===== src/rtl/ctrl_ula.sv =====
// Multi-cycle execution controller: fetches one instruction per handshake, reads an
// 8x16 register file, drives an external ULA, captures its result and writes it back.
module ctrl_ula #(
  parameter int NREGS = 8,
  parameter int DW    = 16
) (
  input  logic          clock,
  input  logic          resetn,
  input  logic          instr_valid,
  input  logic [15:0]   instr,
  output logic          instr_ready,
  output logic [DW-1:0] alu_a,
  output logic [DW-1:0] alu_b,
  output logic [2:0]    alu_op,
  input  logic [DW-1:0] alu_res,
  output logic          done,
  output logic [DW-1:0] result,
  output logic          err,
  input  logic [2:0]    dbg_addr,
  output logic [DW-1:0] dbg_data
);

  typedef enum logic [1:0] {
    IDLE,
    DECODE,
    EXEC,
    WB
  } state_t;

  localparam logic [2:0] OPC_LDI = 3'b110;
  localparam logic [2:0] OPC_ILL = 3'b111;

  state_t        r_state;
  state_t        w_nextState;
  logic [15:0]   r_ir;
  logic [DW-1:0] r_regs [NREGS];
  logic [DW-1:0] r_aluA;
  logic [DW-1:0] r_aluB;
  logic [2:0]    r_aluOp;
  logic [DW-1:0] r_result;

  logic [2:0]    w_opc;
  logic [2:0]    w_rd;
  logic [2:0]    w_rs;
  logic [2:0]    w_rt;
  logic [9:0]    w_imm;
  logic          w_isAluOp;
  logic          w_accept;

  assign w_opc     = r_ir[15:13];
  assign w_rd      = r_ir[12:10];
  assign w_rs      = r_ir[9:7];
  assign w_rt      = r_ir[6:4];
  assign w_imm     = r_ir[9:0];
  assign w_isAluOp = (w_opc != OPC_LDI) && (w_opc != OPC_ILL);
  assign w_accept  = (r_state == IDLE) && instr_valid;

  always_ff @(posedge clock or negedge resetn) begin
    if (!resetn) begin
      r_state <= IDLE;
    end else begin
      r_state <= w_nextState;
    end
  end

  always_comb begin
    w_nextState = r_state;
    case (r_state)
      IDLE: begin
        if (instr_valid) begin
          w_nextState = DECODE;
        end
      end
      DECODE: begin
        if (w_opc == OPC_ILL) begin
          w_nextState = IDLE;
        end else if (w_opc == OPC_LDI) begin
          w_nextState = WB;
        end else begin
          w_nextState = EXEC;
        end
      end
      EXEC:    w_nextState = WB;
      WB:      w_nextState = IDLE;
      default: w_nextState = IDLE;
    endcase
  end

  // Operand reads in DECODE see the file before this instruction's own write in WB.
  always_ff @(posedge clock or negedge resetn) begin
    if (!resetn) begin
      r_ir     <= '0;
      r_aluA   <= '0;
      r_aluB   <= '0;
      r_aluOp  <= '0;
      r_result <= '0;
      for (int i = 0; i < NREGS; i++) begin
        r_regs[i] <= '0;
      end
    end else begin
      if (w_accept) begin
        r_ir <= instr;
      end
      if (r_state == DECODE) begin
        if (w_isAluOp) begin
          r_aluA  <= r_regs[w_rs];
          r_aluB  <= r_regs[w_rt];
          r_aluOp <= w_opc;
        end else if (w_opc == OPC_LDI) begin
          r_result <= {{(DW-10){1'b0}}, w_imm};
        end
      end
      if (r_state == EXEC) begin
        r_result <= alu_res;
      end
      if (r_state == WB) begin
        r_regs[w_rd] <= r_result;
      end
    end
  end

  assign instr_ready = (r_state == IDLE);
  assign done        = (r_state == WB);
  assign err         = (r_state == DECODE) && (w_opc == OPC_ILL);
  assign alu_a       = r_aluA;
  assign alu_b       = r_aluB;
  assign alu_op      = r_aluOp;
  assign result      = r_result;
  assign dbg_data    = r_regs[dbg_addr];

endmodule


===== config.mk =====
export PLATFORM = sky130hd
export DESIGN_NAME = ctrl_ula
export DESIGN_NICKNAME = d
export VERILOG_FILES = /design/src/rtl/ctrl_ula.sv
export SDC_FILE = /design/constraint.sdc
export NUM_CORES = 1
export LEC_CHECK = 0
export ABC_AREA = 0
export CAP_MARGIN = 20
export CORE_ASPECT_RATIO = 0.8
export CORE_MARGIN = 1
export CORE_UTILIZATION = 35
export DETAILED_ROUTE_END_ITERATION = 7
export PLACE_DENSITY_LB_ADDON = 0.2
export SYNTH_ARGS = -nofsm -noshare
export SYNTH_HDL_FRONTEND = slang
export SYNTH_SLANG_ARGS = --single-unit

===== constraint.sdc =====
create_clock -name clock -period 4.35 [get_ports clock]
set_input_delay 0.6525 -clock clock [delete_from_list [all_inputs] [get_ports clock]]
set_output_delay 0.6525 -clock clock [all_outputs]
set_load 0.02 [all_outputs]

==> impl_metrics.xml <==
<?xml version="1.0" encoding="UTF-8"?>
<metrics>
  <group name="power">
    <metric name="p_per_cell_area" unit="nW/um^2">818.7</metric>
    <metric name="p_leak" unit="nW">5.617</metric>
    <metric name="ir_drop" unit="V">0.0005311</metric>
  </group>
  <group name="clock_network">
    <metric name="ctsHoldBuffers" unit="">0</metric>
    <metric name="insertion_delay" unit="ns">0.44</metric>
    <metric name="clkSlewWorstSetupHoldPaths" unit="ns">0.08</metric>
    <metric name="root_buffer" unit="">clkbuf_16</metric>
    <metric name="cts_tree" unit="">yes</metric>
    <metric name="cts_repair_resize_count" unit="">0</metric>
    <metric name="cts_made_buffers" unit="">17</metric>
    <metric name="clock_sinks" unit="">197</metric>
    <metric name="post_cts.repair.setup_buffers" unit="">0</metric>
    <metric name="clock_tree.buffer_depth" unit="">2</metric>
    <metric name="clock_tree.htree_level_count" unit="">4</metric>
  </group>
  <group name="worst_setup_path">
    <metric name="regToRegStartpoint" unit="">r_state[0]</metric>
    <metric name="setup.worst_path.end_class" unit="">output port</metric>
    <metric name="timing.critical_path.from_type" unit="">input pin</metric>
    <metric name="crit_path_start" unit="">dbg_addr[1]</metric>
    <metric name="cp_data_required_time" unit="ns">3.70</metric>
    <metric name="cp_data_arrival_time" unit="ns">2.80</metric>
    <metric name="critPathMaxFanout" unit="">32</metric>
    <metric name="critical_path_class" unit="">input pin to output port</metric>
  </group>
  <group name="final_layout">
    <metric name="num-nets-final" unit="">904</metric>
    <metric name="layout.cells.most_common" unit="">mux2_2</metric>
    <metric name="drive_above_1_share" unit="%">37.30</metric>
    <metric name="layout_common_cells" unit="">mux2_2, dfrtp_1, clkdlybuf4s50_1</metric>
    <metric name="final_util" unit="%">42.15</metric>
    <metric name="layout.filler_cells" unit="">2840</metric>
    <metric name="synthToLayoutAreaGrowth" unit="%">18.40</metric>
    <metric name="antenna-diode-count" unit="">0</metric>
  </group>
  <group name="placement">
    <metric name="dp_hpwl" unit="um">19820</metric>
    <metric name="portBuffers" unit="">107</metric>
    <metric name="routabilityCongestion" unit="">0.7824</metric>
  </group>
  <group name="timing">
    <metric name="setup_total_negative_slack" unit="ns">0</metric>
    <metric name="worst_case_clock_skew" unit="ns">0.01107</metric>
    <metric name="final.min_clock_period" unit="ns">3.450</metric>
    <metric name="grt_setup_unrepaired" unit="">false</metric>
    <metric name="slew-limit-headroom" unit="%">20.20</metric>
    <metric name="final_min_period_over_clock_period" unit="%">79.32</metric>
    <metric name="achievable-frequency" unit="MHz">289.8</metric>
    <metric name="maxSlewViolCount" unit="">0</metric>
    <metric name="setup_viol" unit="">0</metric>
    <metric name="timing.final.hold_violations" unit="">0</metric>
    <metric name="tightest_slew" unit="ns">1.197</metric>
  </group>
  <group name="synthesis">
    <metric name="mean_instance_size_in_the_synthesized_netlist" unit="um^2">13.98</metric>
    <metric name="synthesis.instances" unit="">772</metric>
    <metric name="synth-warning-count" unit="">0</metric>
    <metric name="synth_seq_cells" unit="">197</metric>
    <metric name="ys_types" unit="">35</metric>
    <metric name="yosysSeqAreaShare" unit="%">45.68</metric>
    <metric name="mappedNetlistArea" unit="um^2">10790</metric>
    <metric name="synth_fp_nets" unit="">815</metric>
  </group>
  <group name="global_routing">
    <metric name="grt_pass1_vias" unit="">7178</metric>
    <metric name="globalRouteTotalUtil" unit="%">20.83</metric>
    <metric name="grt_first_pass_wirelength" unit="um">48310</metric>
    <metric name="grt_overflow_total" unit="">0</metric>
    <metric name="antenna_found_initial" unit="">0</metric>
    <metric name="grt_start_max_net_pins" unit="">125</metric>
  </group>
  <group name="detailed_routing">
    <metric name="dr.first_iter.drc_count" unit="">481</metric>
    <metric name="first_pass_drt_iterations" unit="">5</metric>
    <metric name="ant_nets" unit="">0</metric>
    <metric name="routed-via-count" unit="">7063</metric>
    <metric name="drt_wl_total" unit="um">31410</metric>
    <metric name="routed_via_density" unit="">5.488</metric>
    <metric name="route.detailed.drc" unit="">0</metric>
    <metric name="post_drt_wl_per_cell" unit="um">24.41</metric>
  </group>
  <group name="worst_hold_path">
    <metric name="hold_path_class" unit="">input pin to asynchronous set/reset pin</metric>
  </group>
  <group name="floorplan">
    <metric name="initial_utilization" unit="%">35.60</metric>
    <metric name="rows" unit="">57</metric>
    <metric name="total_die_area" unit="um^2">31540</metric>
    <metric name="dieHeight" unit="um">159.1</metric>
    <metric name="die_width" unit="um">198.3</metric>
    <metric name="core_area" unit="um^2">30310</metric>
    <metric name="pin_count" unit="">108</metric>
  </group>
  <group name="flow_run">
    <metric name="max_cap_viols" unit="">0</metric>
  </group>
  <group name="outcome">
    <metric name="run_status" unit="">complete, no violations</metric>
  </group>
</metrics>
==> logic make-up (layout without fill, tap and decap cells) <==
group / count (synthesis) / count (layout) / share of synthesized area (%)
muxes: 344 / 344 / 39.35
adders and majority gates: 5 / 5 / 0.5797
and+or+nand+nor: 57 / 57 / 3.177
DFF: 197 / 197 / 45.68
AOI/OAI and AO/OA: 107 / 107 / 7.559
buffers and inverters: 62 / 164 / 3.652
==> cell usage after synthesis <==
library cell	n	area share, %
buf_6	12	1.3
o32a_1	1	0.093
o21ai_0	1	0.046
inv_1	4	0.14
mux2i_1	65	6.0
nand3_1	1	0.046
ha_1	5	0.58
mux4_2	17	3.5
nand2_1	37	1.3
nand4_2	1	0.12
a21bo_2	1	0.093
nand2b_1	2	0.12
nor3b_4	2	0.35
and3b_1	1	0.081
nand4b_2	3	0.42
mux2_4	10	1.4
mux4_1	15	3.7
o22a_1	1	0.081
and2_1	2	0.12
buf_4	10	0.70
o31ai_1	32	2.2
o22ai_1	32	1.9
a22o_1	38	3.1
mux2_1	5	0.52
clkbuf_1	15	0.52
buf_12	1	0.19
nor2b_1	2	0.12
o21ai_2	1	0.081
nor2_1	3	0.10
nand2b_4	1	0.13
mux2_2	232	24
buf_1	6	0.21
nor3_4	2	0.30
dfrtp_1	197	46
buf_2	14	0.65
==> worst paths after layout <==
| kind | endpoint | slack [ns] | depth (start not counted) |
|---|---|---|---|
| setup / recovery | dbg_data[6] | 0.90 | 5 |
| hold / removal | alu_b[11] | 0.08 | 1 |
| setup reg to reg | r_regs[13] | 2.01 | 3 |
| hold reg to reg | alu_b[14] | 0.48 | 2 |
| max in group asynchronous | r_regs[126] | 3.20 | 3 |
| min in group clock | alu_b[14] | 0.48 | 2 |
==> per-stage QoR <==
step / total power, W / worst slack, ns / hold slack (ns) / instance area [um^2] / std cells
final: 0.01046 / 0.8998 / 0.07773 / 12780 / 1287
after global routing: 0.01109 / 0.8457 / 0.06504 / 12780 / 1287
after CTS: 0.01050 / 0.9054 / 0.4368 / 12750 / 1286
after detailed placement: 0.008889 / 0.9043 / 0.4717 / 12180 / 1254
after global placement: 0.008841 / 0.9600 / 0.4667 / 12180 / 1254
after floorplan: 0.007069 / 1.927 / 0.3569 / 10790 / 772
==> layout make-up <==
| class | instances | area (um^2) | share of cell area (%) |
|---|---|---|---|
| Clock buffer | 18 | 429.2 | 3.359 |
| Inverter | 4 | 15.01 | 0.1175 |
| Clock inverter | 14 | 143.9 | 1.126 |
| Tap cell | 413 | 516.7 | 4.044 |
| Timing Repair Buffer | 128 | 1272 | 9.959 |
| Sequential cell | 197 | 4932 | 38.60 |
| Multi-Input combinational cell | 513 | 5468 | 42.79 |
==> power breakdown <==
part           internal (W)  switching (W)  total, W
clock              0.000809       0.000772   0.00158
combinational       0.00271        0.00231   0.00502
sequential          0.00268        0.00118   0.00386
total               0.00620        0.00426    0.0105
==> flip-flops by register name, summed over array words and instances, names as in the netlist, named ones only <==
name     count
alu_op       3
alu_b       16
r_regs     128
alu_a       16
r_ir        16
result      16
r_state      1
==> layer usage <==
layer | track usage (%) | wire (um)
met5 | 0 | 0
met4 | 4.686 | 399
met3 | 4.342 | 1605
met2 | 28.80 | 13110
met1 | 32.77 | 16300
==> critical path, cell delays in order <==
cell	delay, ns
clkdlybuf4s50_1	0.45
buf_4	0.43
mux4_1	0.38
mux2_2	0.32
clkdlybuf4s50_1	0.55
Power figures use the tool's default switching activity.
